==> config.mk <==
export PLATFORM = sky130hd
export DESIGN_NAME = core_stream_ctrl
export DESIGN_NICKNAME = d
export VERILOG_FILES = /design/src/rtl/core_stream_ctrl.sv
export SDC_FILE = /design/constraint.sdc
export NUM_CORES = 1
export LEC_CHECK = 0
export ABC_AREA = 1
export BUFFER_PORTS_ARGS = -buffer_cell sky130_fd_sc_hd__buf_2
export CAP_MARGIN = 25
export CORE_ASPECT_RATIO = 1.5
export CORE_MARGIN = 5
export CORE_UTILIZATION = 55
export CTS_BUF_LIST = sky130_fd_sc_hd__clkbuf_4 sky130_fd_sc_hd__clkbuf_8 sky130_fd_sc_hd__clkbuf_16
export DETAILED_ROUTE_END_ITERATION = 6
export PLACE_DENSITY = 0.8
export SYNTH_ARGS = -nofsm -noshare
export SYNTH_HDL_FRONTEND = slang
export SYNTH_SLANG_ARGS = --single-unit
export TNS_END_PERCENT = 5
==> constraint.sdc <==
create_clock -name clk -period 11.8 [get_ports clk]
set_input_delay 0.59 -clock clk [delete_from_list [all_inputs] [get_ports clk]]
set_output_delay 0.59 -clock clk [all_outputs]
set_load 0.02 [all_outputs]
==> src/rtl/core_stream_ctrl.sv <==
// core_stream_ctrl: command sequencer that loads XMem, feeds XMem rows to the PE array and drains PMem psums.
module core_stream_ctrl #(
  parameter int ROW     = 8,
  parameter int COL     = 8,
  parameter int BW      = 4,
  parameter int PSUM_BW = 16,
  parameter int ADDR_W  = 11,
  parameter int RD_LAT  = 1
) (
  input  logic                     clk,
  input  logic                     reset,
  input  logic                     cmd_valid,
  output logic                     cmd_ready,
  input  logic [1:0]               cmd_op,
  input  logic                     cmd_mode,
  input  logic [ADDR_W-1:0]        cmd_base,
  input  logic [ADDR_W-1:0]        cmd_len,
  input  logic                     in_valid,
  output logic                     in_ready,
  input  logic [BW*ROW-1:0]        in_data,
  output logic                     xmem_cen,
  output logic                     xmem_wen,
  output logic [ADDR_W-1:0]        xmem_a,
  output logic [BW*ROW-1:0]        xmem_d,
  input  logic [BW*ROW-1:0]        xmem_q,
  output logic                     pmem_cen,
  output logic [ADDR_W-1:0]        pmem_a,
  input  logic [PSUM_BW*COL-1:0]   pmem_q,
  output logic                     arr_valid,
  output logic [BW*ROW-1:0]        arr_data,
  output logic                     out_valid,
  input  logic                     out_ready,
  output logic [PSUM_BW*COL-1:0]   out_data,
  output logic                     done,
  output logic                     err
);
  typedef enum logic [2:0] {IDLE, LOAD, FEED, DRAIN, FLUSH, DONE} state_t;
  state_t state, state_n;
  logic [ADDR_W-1:0] base, len, issued, addr;
  logic err_r, wr, xrd, prd, fire, push, pop, rej;
  logic [RD_LAT-1:0] xp, pp;
  logic [PSUM_BW*COL-1:0] fifo [8];
  logic [2:0] wp, rp, cnt, infl;
  assign addr = base + issued;
  assign rej = cmd_op == 2'b11 || (cmd_op == 2'b10 && !cmd_mode);
  assign wr = state == LOAD && in_valid;
  assign xrd = state == FEED;
  assign pop = out_valid && out_ready;
  assign push = pp[RD_LAT-1];
  // A PMem read takes a credit only if its word is guaranteed a FIFO slot, counting this cycle's pop.
  assign prd = state == DRAIN && (infl + cnt - 3'(pop)) < 3'(RD_LAT + 1);
  assign fire = wr || xrd || prd;
  assign cmd_ready = state == IDLE;
  assign in_ready = state == LOAD;
  assign xmem_cen = !(wr || xrd);
  assign xmem_wen = !wr;
  assign xmem_a = (wr || xrd) ? addr : '0;
  assign xmem_d = wr ? in_data : '0;
  assign pmem_cen = !prd;
  assign pmem_a = prd ? addr : '0;
  assign arr_valid = xp[RD_LAT-1];
  assign arr_data = arr_valid ? xmem_q : '0;
  assign out_valid = cnt != 3'd0;
  assign out_data = out_valid ? fifo[rp] : '0;
  assign done = state == DONE;
  assign err = done && err_r;
  always_comb begin
    infl = '0;
    for (int i = 0; i < RD_LAT; i++) infl = infl + 3'(pp[i]);
  end
  always_comb begin
    state_n = state;
    case (state)
      IDLE:              if (cmd_valid) state_n = (rej || cmd_len == '0) ? DONE :
                                                  cmd_op == 2'b00 ? LOAD : cmd_op == 2'b01 ? FEED : DRAIN;
      LOAD, FEED, DRAIN: if (fire && issued + ADDR_W'(1) == len) state_n = FLUSH;
      FLUSH:             if (xp == '0 && pp == '0 && cnt == 3'd0) state_n = DONE;
      default:           state_n = IDLE;
    endcase
  end
  always_ff @(posedge clk) begin
    if (reset) begin
      state <= IDLE;
      base <= '0;
      len <= '0;
      issued <= '0;
      err_r <= 1'b0;
      xp <= '0;
      pp <= '0;
      wp <= '0;
      rp <= '0;
      cnt <= '0;
    end else begin
      state <= state_n;
      if (state == IDLE && cmd_valid) begin
        base <= cmd_base;
        len <= cmd_len;
        issued <= '0;
        err_r <= rej;
      end else if (fire) issued <= issued + ADDR_W'(1);
      xp <= RD_LAT'({xp, xrd});
      pp <= RD_LAT'({pp, prd});
      if (push) begin
        fifo[wp] <= pmem_q;
        wp <= wp == 3'(RD_LAT) ? 3'd0 : wp + 3'd1;
      end
      if (pop) rp <= rp == 3'(RD_LAT) ? 3'd0 : rp + 3'd1;
      cnt <= cnt + 3'(push) - 3'(pop);
    end
  end
endmodule

# Word level (Yosys, flattened, before mapping)
# Memories as Yosys holds them, arrays and structs flattened. A register that Yosys moved wholly into a read port is not among the register bits.
# Index checks and enable logic that the tools add are counted.
[totals]
register_bits = 48
ram_bits = 1024
mem_count = 1
word_cells = 78
[mem_list]
columns = ["memory", "words", "width", "rd", "rd_clocked_by_memory_dff", "write_ports", "line_no", "rtl"]
rows = [
  ["fifo", 8, 128, 1, 1, 1, "42", "logic [PSUM_BW*COL-1:0] fifo [8];"],
]
[op_classes]
n_reduce_logical = 25
n_lt_le_gt_ge = 1
eq_ne = 14
n_bitwise = 2
n_addsub = 6
n_mux = 19
[op_table]
columns = ["cell", "count"]
rows = [
  ["$mux W128", 1],
  ["$mux W32", 2],
  ["$mux W3", 8],
  ["$mux W11", 2],
  ["$add A11 B1 Y11 const B", 1],
  ["$add A11 B11 Y11", 1],
  ["$eq A11 B11 Y1", 1],
  ["$logic_not A11 Y1", 1],
  ["$eq A3 B1 Y1 const B", 3],
  ["$logic_and A1 B1 Y1", 9],
  ["$pmux W3 S3", 1],
  ["$add A3 B1 Y3 const B", 2],
  ["$eq A3 B2 Y1 const B", 2],
  ["$eq A3 B3 Y1 const B", 2],
  ["$logic_not A3 Y1", 2],
  ["$ne A2 B2 Y1 const B", 3],
  ["$eq A2 B2 Y1 const B", 2],
  ["$logic_not A1 Y1", 4],
  ["$logic_or A1 B1 Y1", 4],
  ["$mux W1", 4],
  ["$add A3 B1 Y3", 1],
  ["$lt A3 B2 Y1 const B", 1],
  ["$reduce_and A3 Y1", 1],
  ["$reduce_bool A3 Y1", 1],
  ["other kinds (7)", 8],
]

# Longest topological paths before layout
# Gate-level depths: netlist of run 1.
[depth]
depth_word = 9
depth_mapped = 22

# Worst setup path before layout of run 1
# Ideal clock, no wire load.
[synth_path]
path_kind = "input -> register"
from = "input port reset"
to = "memory fifo[6][0] in the netlist's numbering (enable)"
stages = 5
n_path_buf = 2
arrival_ns = 9.926
required_time_ns = 11.027
setup_slack_ns = 1.102
cell_sequence = "clkbuf_1 -> inv_1 -> clkbuf_1 -> nand3b_1 -> nor3_1"
[synth_via]
elab_chain_len = 2
[synth_rtl]
columns = ["item", "line_no", "rtl"]
rows = [
  ["start: declaration", "11", "input logic reset,"],
  ["$mux W1", "82", "if (reset) begin"],
  ["$mux W1 (not written as such)", "104", "fifo[wp] <= pmem_q;"],
  ["end: declaration", "42", ""],
]
# No other way between the ends.

==> metrics.yaml, run 1 <==
synthesis:
  synth_nets: 3732
  synth_edf_count: 1024
  yosys.area.top_type_share_pct: 71.59
  synth.distinct_cells: 37
  synth_common_cells: "edfxtp_1 (1,024), nor2_1 (900), o21ai_0 (658)"
  synth_top_area_cell: "edfxtp_1"
  syn_inst: 3496
  ys_seq_area_share_pct: 73.96
  synth.area.top_cells: "edfxtp_1 (72%), nor2_1 (7.9%), o21ai_0 (7.7%)"
  synth_most_common_cell: "edfxtp_1"
  synth_area_per_cell_um2: 12.29
  yosys_warnings: 0
  ys_ff_latch: 1075
  syn_area_mm2: 0.04295
  synth_ff_type: "edfxtp_1"
  async_flop_share_pct: 0
pwr:
  power_frac_seq_pct: 43.3
  peakVddDrop_mv: 0.2215
  powerDensity_mw_per_mm2: 200.9
  power_frac_clock_pct: 32.9
  p_leak_nw: 17.72
  swShare_pct: 31.31
  power_mw: 9.938
  combinationalPowerShare_pct: 23.8
  internal_power_mw: 6.827
  p_sw_mw: 3.111
clock_tree:
  htree_num_levels: 3
  clock_sinks: 1075
  clkLatencyLatePin_ns: 0.67
  post_cts_resized: 0
  clkTransAtPathRegs_ns: 0.07
  postCtsHoldBufs: 0
  numCtsBuffers: 95
  tritoncts: "built"
  root_buffer: "clkbuf_16"
  clockBufferDepth: 3
  cts_setup_buffers: 0
place:
  place_congestion: 0.9110
  dpl.hpwl_mm: 59.15
  port_buffers: 444
critical_path:
  crit_family: "buffers and inverters"
  r2r.worst_path.cells: 22
  crit_path_end_kind: "primary output"
  cp.buffers_inverters: 5
  cpMostUsedCell: "buf_4"
  path_cells: "buf_4 -> buf_4 -> buf_4 -> buf_16 -> o21ai_0 -> o22ai_1 -> o21ai_0 -> a31oi_1 -> buf_2"
  r2r_end: "state[0]"
  crit_path_end: "out_data[66]"
  critical_path_required_ns: 11.21
  r2r_start: "cnt[1]"
  arrival_ns: 4.89
  path_class: "reg -> out"
  r2r_slack_ns: 7.78
  worst_path_max_delay_cell: "dfxtp_4"
  path_max_fanout: 98
  slowest_delay_ns: 0.80
  critical_path_depth: 9
  crit_path_start_kind: "register"
detailed_routing:
  ant_nets: 0
  drcViolationCount: 0
  num_vias: 29030
  drtIter0Drc: 2464
  drtPass1Iterations: 5
  wl_mm: 107.7
  wire_per_inst_um: 21.70
  vias_per_cell: 5.848
final_layout:
  nets: 4090
  area_growth_pct: 15.18
  drive_gt1_share_pct: 17.56
timing:
  rsz0062_at_grt: "no"
  slew_violations: 0
  worst_pin_slew_ns: 1.059
  setup_viol: 0
  achievable-frequency_mhz: 182.4
  setup_tns_ns: 0
  finalCriticalPeriod_ns: 5.484
  skew_ns: 0.02813
  slew-limit-headroom_pct: 29.41
  hold_viol: 0
  period_share_pct: 46.47
grt:
  grt.overflow.total: 0
  antenna_found_initial: 26
  grtUsageMet3_pct: 5.476
  grt_busiest_layer: "met2"
  track_usage_pct: 24.65
  first_global_vias: 27800
  gr-usage-met1_pct: 30.17
  grt_max_degree: 163
  gr-usage-met2_pct: 42.39
  grt_pass1_wl_mm: 159.9
floorplan:
  die_h_um: 352.3
  placementRows: 125
  dieArea_mm2: 0.08390
  core_area_mm2: 0.07742
  start_util_pct: 55.48
  die_x_um: 238.2
  io_pins: 445
hold_path:
  min_from: "cmd_base[0]"
  hold_path.class: "in -> reg"
job:
  maxCapViolations: 0
run_status:
  status: "complete, no violations"
## layer usage
| metal | vias to the layer above | share of wire, % |
|---|---|---|
| li1 | 13370 | - |
| met1 | 14060 | 37 |
| met2 | 1332 | 50 |
| met3 | 245 | 8.9 |
| met4 | 18 | 3.9 |
| met5 | - | 0.11 |
## metrics by stage
stage                     setup WS (ns)  hold slack (ns)  area [µm²]  utilization (%)  instances
after floorplan                   1.102           0.4438       42950                -       3496
after global placement            6.865           0.4595       45860            59.24       4765
after detailed placement          6.771           0.4648       45880            59.27       4766
after CTS                         6.041           0.1103       49250            63.61       4943
after global routing              6.081           0.1505       49460            63.89       4958
final                             6.316           0.1568       49480            63.91       4964
## layout by cell type (no fill, tap or decap), types with 5 or more instances in the layout
| cell type | count |
|---|---|
| dfxtp_1 | 49 |
| xor2_1 | 6 |
| buf_2 | 444 |
| a21oi_1 | 29 |
| xnor2_1 | 6 |
| nand2_2 | 9 |
| inv_2 | 5 |
| bufinv_16 | 17 |
| nand3_1 | 31 |
| o21ai_1 | 11 |
| diode_2 | 14 |
| buf_4 | 38 |
| inv_1 | 110 |
| nor2_1 | 894 |
| clkinv_2 | 16 |
| o22ai_1 | 130 |
| clkbuf_16 | 97 |
| o21ai_0 | 658 |
| nand2_1 | 106 |
| edfxtp_1 | 1024 |
| a31oi_1 | 128 |
| buf_16 | 7 |
| nor2_2 | 5 |
| a211oi_1 | 12 |
| clkinv_1 | 19 |
| clkbuf_4 | 12 |
| clkinvlp_4 | 8 |
| nor2_4 | 10 |
| ha_1 | 12 |
## power by group through the flow
stage / Combinational (mW) / Clock (mW) / Sequential [mW]
after floorplan: 1.56 / 0 / 4.35
after global placement: 2.25 / 0 / 4.38
after detailed placement: 2.30 / 0 / 4.39
after CTS: 2.32 / 3.31 / 4.30
after global routing: 2.58 / 3.48 / 4.31
final: 2.36 / 3.27 / 4.31
## state kept, by name, indices dropped and copies added, names as in the netlist, named ones only
name and cells:
pp 1, arr_valid 1, rp 3, cnt 3
issued 11, err_r 1, len 11, wp 3
fifo 1024, base 11, state 3
## worst register-to-register path: stages, from the launching register on
cell and delay, ns:
dfxtp_1 0.35, inv_2 0.06, nand2_1 0.10, nor2_1 0.08
inv_4 0.61, nand2_1 0.11, inv_1 0.13, nand2_1 0.09
o21ai_0 0.09, ha_1 0.20, fa_1 0.41, inv_1 0.08
nand2_1 0.05, nor2_1 0.13, nand3_2 0.35, nand2_2 0.41
nand3_1 0.15, nor2_2 0.12, nand3_2 0.11, nand2_4 0.10
nand3_1 0.07, nand2_1 0.08, nor2_1 0.05
## cell type report
| cell class | count | area [µm²] |
|---|---|---|
| repair buffers | 491 | 2740 |
| clock inverters | 68 | 848.3 |
| fillers | 5515 | 27940 |
| inverters | 119 | 471.7 |
| diodes | 14 | 35.03 |
| multi-input cells | 2072 | 9814 |
| well taps | 1016 | 1271 |
| clock buffers | 109 | 2517 |
| flip-flops and latches | 1075 | 31780 |
## worst min path at each step
stage,end,slack [ns],depth (start not counted)
after floorplan,len[1],0.44,2
final,base[0],0.16,3
after detailed placement,len[2],0.46,2
after global routing,fifo[2][72],0.15,1
after global placement,len[7],0.46,2
after CTS,base[3],0.11,3
## kinds of logic (layout without fill, tap and decap cells)
kind of cell	after synthesis	count (layout)	synth area share, %
flops	1075	1075	73.96
fa+ha+maj	14	14	0.4427
simple gates	1072	1072	9.746
buf+inv	349	787	3.318
other cells	0	14	0
xor+xnor	13	13	0.2971
compound gates	973	973	12.23
No activity file was read; power rests on OpenSTA's default activity.
==> inputs of run 2 (changes only) <==
==> constraint.sdc (replaced) <==
create_clock -name clk -period 5.65 [get_ports clk]
set_input_delay 0.2825 -clock clk [delete_from_list [all_inputs] [get_ports clk]]
set_output_delay 0.2825 -clock clk [all_outputs]
set_load 0.02 [all_outputs]
==> run 2 against run 1 <==
Against the previous run: routed wire length up 3.0%; critical path depth up 7; final area up 2.7%; count of clock-buffer cells in the layout up 12; worst hold slack worse by 0.076 ns; core utilization up 1.7 points; via count up 2.5%; non-clock buffer count up 143; die area unchanged; critical path type unchanged.
==> metrics.yaml, run 2 (synthesis gave the netlist of run 1 again) <==
run_status:
  status: "complete, no violations"
floorplan:
  die_x_um: 238.2
  placementRows: 125
  core_area_mm2: 0.07742
  io_pins: 445
  die_h_um: 352.3
  start_util_pct: 55.48
  dieArea_mm2: 0.08390
critical_path:
  critical_path_required_ns: 5.37
  cpMostUsedCell: "nand2_1"
  slowest_delay_ns: 0.62
  path_class: "reg -> out"
  path_max_fanout: 65
  arrival_ns: 3.88
  crit_path_end_kind: "primary output"
  worst_path_max_delay_cell: "inv_4"
  crit_path_start_kind: "register"
  path_cells: "inv_2 -> nand2_1 -> nor2_1 -> inv_4 -> nand2_1 -> inv_1 -> nand2_1 -> o21ai_0 -> ha_1 -> fa_1 -> inv_1 -> nand2_1 -> nor2_1 -> nand3_2 -> nor2_1 -> buf_2"
detailed_routing:
  ant_nets: 0
  drcViolationCount: 0
  drtIter0Drc: 2933
  wire_per_inst_um: 21.71
  num_vias: 29750
  vias_per_cell: 5.824
  drtPass1Iterations: 5
  wl_mm: 110.9
timing:
  skew_ns: 0.02094
  hold_viol: 0
  setup_viol: 0
  worst_pin_slew_ns: 1.408
  setup_tns_ns: 0
  achievable-frequency_mhz: 240.0
  finalCriticalPeriod_ns: 4.167
  slew-limit-headroom_pct: 6.101
  worst_slack_ns: 1.483
  rsz0062_at_grt: "no"
  period_share_pct: 73.76
  slew_violations: 0
pwr:
  power_frac_seq_pct: 43.8
  swShare_pct: 31.86
  peakVddDrop_mv: 0.4309
  power_frac_clock_pct: 31.7
  p_leak_nw: 18.28
  combinationalPowerShare_pct: 24.4
  powerDensity_mw_per_mm2: 403.5
  p_sw_mw: 6.530
  internal_power_mw: 13.97
final_layout:
  fillers: 5266
  layout_commonest_cell: "edfxtp_1"
  multiInputGateArea_mm2: 0.009827
  seqCellArea_mm2: 0.03178
  final_cell_mix: "edfxtp_1 (1,024), nor2_1 (894), o21ai_0 (658), buf_2 (444), dlygate4sd3_1 (153)"
  layout.cells.non_filler: 5108
  drive_gt1_share_pct: 16.73
  nets: 4235
  area_growth_pct: 18.27
  regMostFlops: "fifo"
  largest_reg_flops: 1024
place:
  dpl_worst_slack_ns: 1.719
  place_congestion: 1.000
  port_buffers: 444
  dpl.hpwl_mm: 57.79
  dp_cells: 4761
job:
  maxCapViolations: 0
clock_tree:
  cts_setup_buffers: 0
  clock_sinks: 1075
  numCtsBuffers: 97
  htree_num_levels: 3
  clkLatencyLatePin_ns: 0.65
  clockBufferDepth: 3
  root_buffer: "clkbuf_16"
  clkTransAtPathRegs_ns: 0.06
  tritoncts: "built"
grt:
  track_usage_pct: 25.49
  grt.overflow.total: 0
  antenna_found_initial: 16
  grt_max_degree: 232
  first_global_vias: 29190
  grt_pass1_wl_mm: 167.0
hold_path:
  hold_path.class: "in -> reg"
-- run 2: changes by cell type in the layout (fill, tap and decap cells not counted), sizes merged --
cell | previous run | this run
diode | 14 | 15
clkinvlp | 8 | 4
dlygate4sd3 | 0 | 153
buf | 491 | 481
inv | 123 | 124
clkinv | 39 | 40
bufinv | 17 | 7
clkbuf | 109 | 121
-- run 2: path summary, 6_finish.rpt --
kind                  start    endpoint  slack, ns  cells past startpoint
setup / recovery     cnt[1]  pmem_a[10]       1.48                     16
hold / removal    cmd_op[1]    state[1]       0.08                      5
hold reg to reg       rp[1]    register       0.48                      2
setup reg to reg     cnt[1]    state[2]       1.69                     22
-- run 2: area by class of cell --
cell class,instances,share of cell area [%]
Sequential cell,1075,62.55
Multi-Input combinational cell,2072,19.34
Timing Repair Buffer,634,8.359
Clock buffer,121,5.239
Tap cell,1016,2.502
Clock inverter,56,1.000
Inverter,119,0.9285
Antenna cell,15,0.07389
-- run 2: critical path: cells and delay by family, from the launching register on --
family / cells / cell delay (ns)
AO/OA/AOI/OAI: 1 / 0.08
flip-flops: 1 / 0.34
buffers and inverters: 5 / 1.07
AND/OR/NAND/NOR: 8 / 1.13
adder cells (fa/ha/maj): 2 / 0.60
-- run 2: stage by stage --
step	power (mW)	hold WS [ns]	utilization [%]	area (µm²)
floorplan	12.35	0.3814	-	42970
global placement	13.89	0.4585	59.43	46010
detailed placement	13.98	0.4790	59.43	46010
CTS	20.50	0.03833	65.50	50710
global route	21.36	0.1043	65.60	50790
finish	20.50	0.08045	65.62	50800
-- run 2: what timing repair did --
action                                  in CTS  in global routing
hold endpoints to repair                  1055                  0
gates resized for setup                      0                  0
endpoints found under the setup margin       0                  0
hold buffers                               153                  0
-- run 2: power by group through the flow --
stage	Sequential (mW)	Combinational, mW	Clock (mW)
2_1_floorplan	9.09	3.26	0
3_3_place_gp	9.15	4.74	0
3_5_place_dp	9.15	4.83	0
4_1_cts	8.98	4.95	6.56
5_1_grt	9.00	5.45	6.91
6_report	8.99	5.01	6.50
-- run 2: routing by layer --
layer	track usage, %	part of all wire [%]	wire [µm]
met2	43.70	50	55490
met4	12.10	4.5	4977
met5	0	0.049	54
met3	5.695	8.5	9458
met1	30.62	37	40930
